[src/rtl/ldl_sfifo_wrr_sched_pkg.sv]
// Shared types and helpers for the LDL weighted round-robin FIFO scheduler.
// Latency: n/a (types, constants and a combinational helper only).
// Backpressure: n/a.
// Contents: state_t FSM encoding, default credit width, rr_first() rotating pick.
package ldl_sched_pkg;

    localparam int LDL_CWIDTH_DFLT = 4;   // default weight / credit width
    localparam int LDL_MAX_N       = 16;  // largest queue count an LDL arbiter supports
    localparam int LDL_IDX_W       = 4;   // index width covering LDL_MAX_N

    typedef enum logic [0:0] {
        IDLE  = 1'b0,
        SERVE = 1'b1
    } state_t;

    // First set bit of elig[n-1:0], searching from ptr+1 upward with wrap.
    // The loop walks from the farthest candidate (ptr itself) to the nearest
    // (ptr+1) so the nearest eligible index is the last one written.
    function automatic logic [LDL_IDX_W-1:0] rr_first(
        input logic [LDL_MAX_N-1:0] elig,
        input int                   n,
        input int                   ptr
    );
        logic [LDL_IDX_W-1:0] idx;
        idx = '0;
        for (int k = n; k >= 1; k--) begin
            int j;
            j = (ptr + k) % n;
            if (elig[j]) begin
                idx = LDL_IDX_W'(j);
            end
        end
        return idx;
    endfunction

endpackage

[src/rtl/ldl_sfifo_wrr_sched_if.sv]
// Bundle between a bank of FWFT FIFOs, the scheduler and the shared consumer.
// Latency: n/a (wiring only).
// Backpressure: out_valid/out_ready on the consumer side; q_re strobes on the FIFO side.
// master = scheduler side; slave = FIFO bank / consumer / control side.
interface ldl_sfifo_wrr_sched_if
    import ldl_sched_pkg::*;
#(
    parameter int N      = 4,
    parameter int IWIDTH = $clog2(N),
    parameter int CWIDTH = LDL_CWIDTH_DFLT
);
    logic                en;
    logic [N-1:0]        q_empty;
    logic [N*CWIDTH-1:0] weight;
    logic [N-1:0]        q_re;
    logic                out_valid;
    logic                out_ready;
    logic [IWIDTH-1:0]   out_sel;
    logic [N-1:0]        grant;
    logic                busy;

    modport master (
        input  en, q_empty, weight, out_ready,
        output q_re, out_valid, out_sel, grant, busy
    );

    modport slave (
        output en, q_empty, weight, out_ready,
        input  q_re, out_valid, out_sel, grant, busy
    );
endinterface

[src/rtl/ldl_sfifo_wrr_sched_pick.sv]
// Rotating priority pick: first set bit of elig searching from ptr+1 with wrap.
// Latency: purely combinational.
// Backpressure: none; found=0 when no request is set.
// Ports: elig (request vector), ptr (last winner), idx (winner), found (any request).
module ldl_rr_pick
    import ldl_sched_pkg::*;
#(
    parameter int N      = 4,
    parameter int IWIDTH = $clog2(N)
) (
    input  logic [N-1:0]      elig,
    input  logic [IWIDTH-1:0] ptr,
    output logic [IWIDTH-1:0] idx,
    output logic              found
);
    always_comb begin
        found = |elig;
        idx   = IWIDTH'(rr_first(LDL_MAX_N'(elig), N, int'(ptr)));
    end
endmodule

[src/rtl/ldl_sfifo_wrr_sched.sv]
// Weighted round-robin read scheduler draining N FWFT FIFOs into one valid/ready channel.
// Latency: q_empty fall -> out_valid is 1 cycle from IDLE, 0 if that queue already holds the grant.
// Backpressure: out_ready low holds grant, out_sel and out_valid; q_re stays 0 until the beat moves.
// Ports: clk, rst_n (sync, active-low), sched (master modport: en, q_empty, weight, q_re,
//        out_valid, out_ready, out_sel, grant, busy).
module ldl_sfifo_wrr_sched
    import ldl_sched_pkg::*;
#(
    parameter int N      = 4,
    parameter int IWIDTH = $clog2(N),
    parameter int CWIDTH = LDL_CWIDTH_DFLT
) (
    input  logic                 clk,
    input  logic                 rst_n,
    ldl_sfifo_wrr_sched_if.master sched
);
    state_t              state;
    logic [IWIDTH-1:0]   sel_q;
    logic [IWIDTH-1:0]   rr_ptr;
    logic [CWIDTH-1:0]   credit;
    logic [N-1:0]        grant_q;

    logic [CWIDTH-1:0]   w_arr [N];
    logic [N-1:0]        elig;
    logic [IWIDTH-1:0]   pick_idx;
    logic                pick_found;
    logic                serve;
    logic                cur_empty;
    logic                out_valid;
    logic                xfer;
    logic                reload;
    logic                end_b;

    always_comb begin
        for (int i = 0; i < N; i++) begin
            w_arr[i] = sched.weight[i*CWIDTH +: CWIDTH];
            elig[i]  = ~sched.q_empty[i] & (w_arr[i] != '0);
        end
    end

    ldl_rr_pick #(
        .N      (N),
        .IWIDTH (IWIDTH)
    ) u_pick (
        .elig  (elig),
        .ptr   (rr_ptr),
        .idx   (pick_idx),
        .found (pick_found)
    );

    assign serve     = (state == SERVE);
    assign cur_empty = sched.q_empty[sel_q];
    // Gated by rst_n so a beat in flight when reset lands is never strobed out of the FIFO.
    assign out_valid = rst_n & serve & ~cur_empty;
    assign xfer      = out_valid & sched.out_ready;
    assign reload    = sched.en & pick_found;
    // Burst ends on the last credited beat, or when the granted queue has nothing to send.
    assign end_b     = serve & ((xfer & (credit == CWIDTH'(1))) | cur_empty);

    always_ff @(posedge clk) begin
        if (!rst_n) begin
            state   <= IDLE;
            sel_q   <= '0;
            rr_ptr  <= IWIDTH'(N - 1);
            credit  <= '0;
            grant_q <= '0;
        end else begin
            case (state)
                IDLE: begin
                    if (reload) begin
                        state   <= SERVE;
                        sel_q   <= pick_idx;
                        rr_ptr  <= pick_idx;
                        credit  <= w_arr[pick_idx];
                        grant_q <= N'(1) << pick_idx;
                    end
                end
                SERVE: begin
                    if (end_b) begin
                        // Back-to-back re-grant: the next burst starts on the same edge.
                        if (reload) begin
                            sel_q   <= pick_idx;
                            rr_ptr  <= pick_idx;
                            credit  <= w_arr[pick_idx];
                            grant_q <= N'(1) << pick_idx;
                        end else begin
                            state   <= IDLE;
                            grant_q <= '0;
                        end
                    end else if (xfer) begin
                        credit <= credit - CWIDTH'(1);
                    end
                end
                default: begin
                    state   <= IDLE;
                    grant_q <= '0;
                end
            endcase
        end
    end

    assign sched.out_valid = out_valid;
    assign sched.q_re      = xfer ? (N'(1) << sel_q) : '0;
    assign sched.out_sel   = sel_q;
    assign sched.grant     = grant_q;
    assign sched.busy      = serve;

endmodule

[src/flat_wrapper.sv]
// flat-port wrapper written by rule: the top's interface ports become plain ports
module ldl_sfifo_wrr_sched_flat import ldl_sched_pkg::*;
#(
    parameter int N      = 4,
    parameter int IWIDTH = $clog2(N),
    parameter int CWIDTH = LDL_CWIDTH_DFLT
)
  (clk, rst_n, sched_en, sched_q_empty, sched_weight, sched_out_ready, sched_q_re, sched_out_valid, sched_out_sel, sched_grant, sched_busy);
  ldl_sfifo_wrr_sched_if #(.N(N), .IWIDTH(IWIDTH), .CWIDTH(CWIDTH)) sched_i ();
  input  logic clk;
  input  logic rst_n;
  input wire logic [$bits(sched_i.en)-1:0] sched_en;
  input wire logic [$bits(sched_i.q_empty)-1:0] sched_q_empty;
  input wire logic [$bits(sched_i.weight)-1:0] sched_weight;
  input wire logic [$bits(sched_i.out_ready)-1:0] sched_out_ready;
  output wire logic [$bits(sched_i.q_re)-1:0] sched_q_re;
  output wire logic [$bits(sched_i.out_valid)-1:0] sched_out_valid;
  output wire logic [$bits(sched_i.out_sel)-1:0] sched_out_sel;
  output wire logic [$bits(sched_i.grant)-1:0] sched_grant;
  output wire logic [$bits(sched_i.busy)-1:0] sched_busy;
  assign sched_i.en = sched_en;
  assign sched_i.q_empty = sched_q_empty;
  assign sched_i.weight = sched_weight;
  assign sched_i.out_ready = sched_out_ready;
  assign sched_q_re = sched_i.q_re;
  assign sched_out_valid = sched_i.out_valid;
  assign sched_out_sel = sched_i.out_sel;
  assign sched_grant = sched_i.grant;
  assign sched_busy = sched_i.busy;
  ldl_sfifo_wrr_sched #(.N(N), .IWIDTH(IWIDTH), .CWIDTH(CWIDTH)) u_core (.clk(clk), .rst_n(rst_n), .sched(sched_i));
endmodule
[config.mk]
export PLATFORM = sky130hd
export DESIGN_NAME = ldl_sfifo_wrr_sched_flat
export DESIGN_NICKNAME = d
export VERILOG_FILES = /design/src/rtl/ldl_sfifo_wrr_sched_pkg.sv /design/src/rtl/ldl_sfifo_wrr_sched_if.sv /design/src/rtl/ldl_sfifo_wrr_sched_pick.sv /design/src/rtl/ldl_sfifo_wrr_sched.sv /design/src/flat_wrapper.sv
export SDC_FILE = /design/constraint.sdc
export NUM_CORES = 1
export LEC_CHECK = 0
export CORE_MARGIN = 1
export CORE_UTILIZATION = 40
export CTS_CLUSTER_SIZE = 20
export DETAILED_ROUTE_END_ITERATION = 10
export PLACE_DENSITY_LB_ADDON = 0.1
export SYNTH_ARGS = -nofsm -noshare
export SYNTH_HDL_FRONTEND = slang
export SYNTH_SLANG_ARGS = --single-unit
export TNS_END_PERCENT = 100
[constraint.sdc]
create_clock -name clk -period 2.3 [get_ports clk]
set_input_delay 0.69 -clock clk [delete_from_list [all_inputs] [get_ports clk]]
set_output_delay 0.69 -clock clk [all_outputs]
set_load 0.005 [all_outputs]
# Word-level counts from Yosys, hierarchy flattened
# Index checks and enable logic that the tools add are counted.
dict set report word_totals {
  out_inout_bits 12
  regBits 13
  in_bits 24
  wordCells 93
}
dict set report classes {
  n_addsub 5
  n_reduce_logical 10
  shifts 2
  n_lt_le_gt_ge 6
  n_mux 39
  bitwise 22
  n_eq_ne 4
}
# cell n
set op_table {}
lappend op_table {{two-way mux 4 bit} 9}
lappend op_table {{less-than comparator 3 x 6 -> 1 bit, second input constant} 4}
lappend op_table {{two-way mux 2 bit} 8}
lappend op_table {{case mux 4 bit (2 select lines)} 2}
lappend op_table {{nonzero test 4 bit} 4}
lappend op_table {{binary-select mux 1 bit (select 3 bit)} 4}
lappend op_table {{two-way mux 1 bit} 11}
lappend op_table {{bitwise AND 1 bit} 10}
lappend op_table {{binary-select mux 4 bit (select 2 bit)} 1}
lappend op_table {{case mux 2 bit (2 select lines)} 2}
lappend op_table {{OR reduction 2 bit} 4}
lappend op_table {{<< shifter 1 x 2 -> 4 bit, first input constant} 2}
lappend op_table {{inverter 1 bit} 6}
lappend op_table {{adder 2 x 1 -> 2 bit, second input constant} 2}
lappend op_table {{adder 2 bit, second input constant} 2}
lappend op_table {{bitwise AND 1 bit, first input constant} 4}
lappend op_table {{== test 4 x 1 -> 1 bit, second input constant} 1}
lappend op_table {{OR reduction 4 bit} 1}
lappend op_table {{subtractor 4 x 1 -> 4 bit, second input constant} 1}
lappend op_table {{>= comparator 3 bit, second input constant} 1}
lappend op_table {{less-than comparator 2 x 3 -> 1 bit, second input constant} 1}
lappend op_table {{inequality test 3 bit, second input constant} 1}
lappend op_table {{inverter 2 -> 3 bit} 1}
lappend op_table {{binary-select mux 1 bit (select 2 bit)} 1}
lappend op_table {{5 further kinds} 5}

# Logic depth before layout (Yosys ltp)
dict set report logic_depth {
  ltp_word 17
  ltp_mapped 7
  ltp_nobuf 7
}

# Hierarchy
# From an unflattened synthesis, not the netlist that was laid out.
dict set report hier_totals {
  cells_unflattened 121
  area_unflattened_um2 1018.5
}
# mod seq_area_each_um2 cells_each area_per_inst_um2 n_inst
set modules_own_cells {}
lappend modules_own_cells {ldl_sfifo_wrr_sched 260.2 107 927.1 1}
lappend modules_own_cells {ldl_rr_pick 0.0 14 91.3 1}

# Worst setup path before layout
# OpenSTA, ideal clock, no wires.
dict set report synth_path {
  kind {input to output}
  startpoint {input port sched_q_empty[3]}
  endpoint {output port sched_q_re[1]}
  path_slack_ps -97
  n_path_buf 0
  arrival_ps 1707
  path_stages 3
  t_required_ps 1610
  cell_sequence {mux4_2 -> nor3_4 -> and3b_1}
}
dict set report synth_between {
  elab_chain_len 6
}
# element line_no
set synth_lines {}
lappend synth_lines {{start, declared} flat_wrapper.sv:13} ;# input wire logic [$bits(sched_i.q_empty)-1:0] sched_q_empty;
lappend synth_lines {{binary-select mux 1 bit (select 2 bit)} ldl_sfifo_wrr_sched.sv:52} ;# assign cur_empty = sched.q_empty[sel_q];
lappend synth_lines {{two-way mux 1 bit (implied by the code)} ldl_sfifo_wrr_sched.sv:52}
lappend synth_lines {{inverter 1 bit} ldl_sfifo_wrr_sched.sv:54} ;# assign out_valid = rst_n & serve & ~cur_empty;
lappend synth_lines {{bitwise AND 1 bit} ldl_sfifo_wrr_sched.sv:54}
lappend synth_lines {{bitwise AND 1 bit} ldl_sfifo_wrr_sched.sv:55} ;# assign xfer = out_valid & sched.out_ready;
lappend synth_lines {{two-way mux 4 bit} ldl_sfifo_wrr_sched.sv:103} ;# assign sched.q_re = xfer ? (N'(1) << sel_q) : '0;
lappend synth_lines {{end, declared} flat_wrapper.sv:16} ;# output wire logic [$bits(sched_i.q_re)-1:0] sched_q_re;
# Every way passes these cells. The select of a mux whose other input is x is not followed.

# Worst setup path after layout
dict set report layout_path {
  startpoint {input port sched_q_empty[3]}
  endpoint {output port sched_q_re[0]}
}
# The elaborated chain is that of the path after synthesis.

==> flow_summary.html <==
<table>
<tr><th>Metric</th><th>Value</th></tr>
<tr><th colspan="2">Run status</th></tr>
<tr><td>Run status</td><td>complete, but fails checks</td></tr>
<tr><td>Violations in the final reports</td><td>negative setup slack</td></tr>
<tr><th colspan="2">STA</th></tr>
<tr><td>Slew at the pin closest to its max-slew limit</td><td>roughly 0.52 ns</td></tr>
<tr><td>Pins over their slew limit</td><td>0</td></tr>
<tr><td>Number of hold violations in the final report</td><td>0</td></tr>
<tr><td>Highest clock frequency the design can meet</td><td>around 380 MHz</td></tr>
<tr><td>Skew final</td><td>between 0.0008 and 0.0009 ns</td></tr>
<tr><td>Final setup violating endpoints</td><td>12</td></tr>
<tr><td>Crit share post-route</td><td>115%</td></tr>
<tr><td>Min setup slack post-route</td><td>-0.341 ns</td></tr>
<tr><td>Unrepaired setup endpoints after global routing</td><td>yes</td></tr>
<tr><td>Worst slew margin relative to its limit</td><td>about two thirds</td></tr>
<tr><td>Final critical path time including I/O delays and setup</td><td>roughly 2.6 ns</td></tr>
<tr><td>Worst-case hold slack</td><td>~0.53 ns</td></tr>
<tr><th colspan="2">Drt</th></tr>
<tr><td>Iteration-0 DRC count of the detailed router</td><td>29</td></tr>
<tr><td>Via count</td><td>about 1,400</td></tr>
<tr><td>First-pass iteration count of the detailed router</td><td>4</td></tr>
<tr><td>Via count normalized by instance count</td><td>5.87</td></tr>
<tr><td>DRC viols</td><td>0</td></tr>
<tr><td>Average wire per cell in the routed design</td><td>between 15 and 20 µm</td></tr>
<tr><td>Remaining antenna violation count after routing</td><td>0</td></tr>
<tr><td>Total wire length after detailed routing</td><td>approximately 4.1 mm</td></tr>
<tr><th colspan="2">Critical path</th></tr>
<tr><td>Data arrival, critical path</td><td>slightly below 2 ns</td></tr>
<tr><td>Biggest fanout along the worst timing path</td><td>2</td></tr>
<tr><td>Category of the most critical setup path</td><td>in2out</td></tr>
<tr><td>Most frequent CP cell</td><td>sky130_fd_sc_hd__buf_6</td></tr>
<tr><td>Largest delay share family, worst path</td><td>multiplexers</td></tr>
<tr><td>Worst path bufs/invs</td><td>4</td></tr>
<tr><td>Critical path's slowest cell</td><td>sky130_fd_sc_hd__mux4_2</td></tr>
<tr><td>Data required time at the worst endpoint</td><td>between 1.5 and 2 ns</td></tr>
<tr><td>Type of destination of the critical path</td><td>output port</td></tr>
<tr><td>Maximum single-stage delay on the critical path</td><td>between 0.5 and 0.6 ns</td></tr>
<tr><td>Chain of cells forming the critical path</td><td>buf_6 -&gt; mux4_2 -&gt; buf_6 -&gt; nand2b_4 -&gt; buf_6 -&gt; nor4_4 -&gt; buf_2</td></tr>
<tr><td>Crit start category</td><td>input pin</td></tr>
<tr><th colspan="2">Power and ir drop</th></tr>
<tr><td>Sequential share of power</td><td>about 31%</td></tr>
<tr><td>Logic pwr share</td><td>around half</td></tr>
<tr><td>Peak VDD IR</td><td>~0.51 mV</td></tr>
<tr><td>Net switching power figure</td><td>313 µW</td></tr>
<tr><td>Part of the total power dissipated in the clock network</td><td>between 10% and 20%</td></tr>
<tr><td>Cell internal pwr</td><td>around 550 µW</td></tr>
<tr><td>Static power due to leakage</td><td>between 0.8 and 0.9 nW</td></tr>
<tr><td>Switching share of power</td><td>36.3%</td></tr>
<tr><td>Total power of the final layout</td><td>about 860 µW</td></tr>
<tr><td>Total power divided by cell area</td><td>429 nW/µm²</td></tr>
<tr><th colspan="2">Finish</th></tr>
<tr><td>Final Net Count</td><td>230</td></tr>
<tr><td>Share of post-route cells with drive strength above 1</td><td>about 54%</td></tr>
<tr><td>Storage element area</td><td>between 200 and 300 µm²</td></tr>
<tr><td>Area of combinational cells with multiple inputs</td><td>962 µm²</td></tr>
<tr><td>Post-layout instance count excluding filler cells</td><td>~230</td></tr>
<tr><td>Number of inserted diodes</td><td>0</td></tr>
<tr><td>P&amp;R area growth vs syn</td><td>94.0%</td></tr>
<tr><td>Layout fillers</td><td>around 150</td></tr>
<tr><th colspan="2">Synthesis</th></tr>
<tr><td>Post-Syn Instances</td><td>120</td></tr>
<tr><td>Library cell occupying the most area in the post-synthesis netlist</td><td>sky130_fd_sc_hd__dfxtp_1</td></tr>
<tr><td>Fraction of registers with async set/reset</td><td>0%</td></tr>
<tr><td>Share of the synthesized area in the top cell type</td><td>between 20% and 30%</td></tr>
<tr><td>Post-synthesis cell area</td><td>1030 µm²</td></tr>
<tr><td>Number of warnings printed during yosys synthesis</td><td>0</td></tr>
<tr><td>Mean instance size in the synthesized netlist</td><td>between 8 and 9 µm²</td></tr>
<tr><td>Number of different library cells in the post-synthesis netlist</td><td>50</td></tr>
<tr><td>Predominant post-synthesis flop cell</td><td>sky130_fd_sc_hd__dfxtp_1</td></tr>
<tr><td>Synth Net Count</td><td>between 100 and 150</td></tr>
<tr><td>Number of enable-type register cells in the synthesized netlist</td><td>0</td></tr>
<tr><td>Synthesized flop and latch total</td><td>13</td></tr>
<tr><td>Main area contributors after synthesis</td><td>sky130_fd_sc_hd__dfxtp_1 (25%), sky130_fd_sc_hd__nor2_1 (5.1%), sky130_fd_sc_hd__mux2i_1 (3.9%)</td></tr>
<tr><td>Post-synthesis sequential area ratio</td><td>about 25%</td></tr>
<tr><th colspan="2">Clock tree</th></tr>
<tr><td>Clock tree from TritonCTS</td><td>done</td></tr>
<tr><td>Inserted Clock Buffers</td><td>3</td></tr>
<tr><td>CTS max path bufs</td><td>2</td></tr>
<tr><td>Sinks on Clock Net</td><td>13</td></tr>
<tr><td>Clock root buffer</td><td>sky130_fd_sc_hd__clkbuf_4</td></tr>
<tr><td>Clock-pin slew on the worst setup and hold paths</td><td>around 0.080 ns</td></tr>
<tr><td>Number of H-tree levels</td><td>1</td></tr>
<tr><td>Clock latency on the worst-skew pair</td><td>0.29 ns</td></tr>
<tr><td>Post-cts hold buffer count</td><td>0</td></tr>
<tr><th colspan="2">Global routing</th></tr>
<tr><td>Global-route wire length before repair</td><td>~5.5 mm</td></tr>
<tr><td>Largest net degree at the start of global routing</td><td>9</td></tr>
<tr><td>Vias in the first global route</td><td>1,256</td></tr>
<tr><td>Overall global routing resource usage</td><td>27.7%</td></tr>
<tr><td>Antenna violations before repair</td><td>0</td></tr>
<tr><td>Remaining Overflow, GRT</td><td>0</td></tr>
<tr><th colspan="2">Die</th></tr>
<tr><td>CORE AREA</td><td>2450 µm²</td></tr>
<tr><td>Chip width</td><td>52.9 µm</td></tr>
<tr><td>I/O pins</td><td>36</td></tr>
<tr><td>Number of cell rows</td><td>18</td></tr>
<tr><td>Height of the chip</td><td>between 50 and 60 µm</td></tr>
<tr><td>Die footprint</td><td>around 2800 µm²</td></tr>
<tr><td>Effective utilization at floorplan</td><td>between 40% and 50%</td></tr>
<tr><th colspan="2">Placed design</th></tr>
<tr><td>Global placement routability congestion</td><td>~0.88</td></tr>
<tr><td>Place WS</td><td>-0.971 ns</td></tr>
<tr><td>Placed cells</td><td>roughly 220</td></tr>
<tr><td>Detail Placement HPWL</td><td>~2.7 mm</td></tr>
<tr><td>Number of buffer cells added on primary ports</td><td>35</td></tr>
<tr><th colspan="2">Hold path</th></tr>
<tr><td>Path class of the lowest-slack min-delay path</td><td>reg2reg</td></tr>
<tr><th colspan="2">Run</th></tr>
<tr><td>Max-cap violation count</td><td>0</td></tr>
</table>
registers in the layout (all words and copies together), names as in the netlist:
| signal | count |
|---|---|
| u_core.credit | 4 |
| u_core.rr_ptr | 2 |
| u_core.sched.busy | 1 |
| u_core.sched.grant | 4 |
| u_core.sched.out_sel | 2 |
metrics by stage:
step	setup TNS [ns]	util [%]	cell area, µm²
2_1_floorplan	-0.133	-	1050
3_3_place_gp	-10.45	68.5	1680
3_5_place_dp	-11.12	68.5	1680
5_1_grt	-2.11	81.8	2010
4_1_cts	-1.21	72.9	1790
6_report	-1.42	81.8	2010
final cells by class:
class,instances,share of cell area [%]
clock buffers,3,1.12
clock inverters,1,0.249
inverters,6,1.12
multi-input cells,100,47.9
flip-flops and latches,13,13.0
well taps,30,1.87
repair buffers,80,34.7
worst min-delay path, delay by kind of cell, from the launching register on:
family / cells / cell delay [ns]
AOI/OAI and AO/OA: 1 / 0.08
and+or+nand+nor: 1 / 0.08
DFF: 1 / 0.34
kinds of logic (layout without fill, tap and decap cells):
group           after synthesis  in the layout  synth area share, %
simple gates                 49             49                 29.3
compound gates               44             44                 34.6
mux                           5              5                 6.05
flops                        13             13                 25.2
buf+inv                       7             90                 2.54
fa+ha+maj                     2              2                 2.42
power groups by stage:
| stage | clock, mW | sequential, mW | combinational, mW |
|---|---|---|---|
| after floorplan | 0 | 0.273 | 0.167 |
| after global placement | 0 | 0.272 | 0.338 |
| after detailed placement | 0 | 0.273 | 0.346 |
| after CTS | 0.150 | 0.268 | 0.361 |
| after global routing | 0.157 | 0.272 | 0.470 |
| final | 0.149 | 0.269 | 0.442 |
final timing paths:
check / startpoint / to / slack (ns) / cells past startpoint
worst max-delay path: sched_q_empty[3] / sched_q_re[0] / -0.34 / 7
worst min-delay path: u_core.sched.grant[3] / u_core.sched.grant[3] / 0.53 / 2
worst max register to register: u_core.sched.out_sel[0] / u_core.sched.out_sel[0] / 0.03 / 10
worst min register to register: u_core.sched.grant[3] / u_core.sched.grant[3] / 0.53 / 2
cell usage in the layout, fill, tap and decap left out, types with 3 or more instances in the layout:
master                            Yosys  routed
sky130_fd_sc_hd__buf_2                0       5
sky130_fd_sc_hd__nor2_1              14       9
sky130_fd_sc_hd__dlymetal6s2s_1       0       6
sky130_fd_sc_hd__inv_1                6       6
sky130_fd_sc_hd__mux2i_1              4       4
sky130_fd_sc_hd__o21ai_1              1       3
sky130_fd_sc_hd__clkbuf_2             0       7
sky130_fd_sc_hd__nand2_1              8       5
sky130_fd_sc_hd__dfxtp_1             13      13
sky130_fd_sc_hd__a21oi_1              6       5
sky130_fd_sc_hd__clkbuf_4             0       3
sky130_fd_sc_hd__a31oi_1              4       4
sky130_fd_sc_hd__clkdlybuf4s15_1      0       3
sky130_fd_sc_hd__a22oi_2              0       3
sky130_fd_sc_hd__nor2_2               0       3
sky130_fd_sc_hd__nand3_2              0       4
sky130_fd_sc_hd__buf_6                0      17
sky130_fd_sc_hd__nor3_1               5       4
sky130_fd_sc_hd__o21ai_0              6       4
sky130_fd_sc_hd__buf_4                0      32
sky130_fd_sc_hd__clkdlybuf4s50_1      0       8
layer usage:
layer	share of wire (%)	vias up	global-route usage, %
met3	3.7	12	6.32
met1	42	677	32.9
met2	53	39	50.0
met5	0	-	0
met4	1.7	0	5.70
li1	-	639	-
cells in the mapped netlist, types with 2 or more instances:
cell type                 count
sky130_fd_sc_hd__o22ai_1      2
sky130_fd_sc_hd__nand3_1      6
sky130_fd_sc_hd__a22oi_1      4
sky130_fd_sc_hd__ha_1         2
sky130_fd_sc_hd__nor4_1       2
sky130_fd_sc_hd__inv_1        6
sky130_fd_sc_hd__mux2i_1      4
sky130_fd_sc_hd__nor3_1       5
sky130_fd_sc_hd__o31a_1       2
sky130_fd_sc_hd__a21o_1       2
sky130_fd_sc_hd__dfxtp_1     13
sky130_fd_sc_hd__a31oi_1      4
sky130_fd_sc_hd__a21oi_1      6
sky130_fd_sc_hd__nand2_1      8
sky130_fd_sc_hd__o21ai_0      6
sky130_fd_sc_hd__nor2_1      14
what timing repair did:
item                       in CTS  in global routing
cloned                          0                  0
buffers inserted                4                  9
setup endpoints to repair      17                 15
gates resized for setup        69                 59
pin swaps                      14                 23
Power figures use the tool's default switching activity.
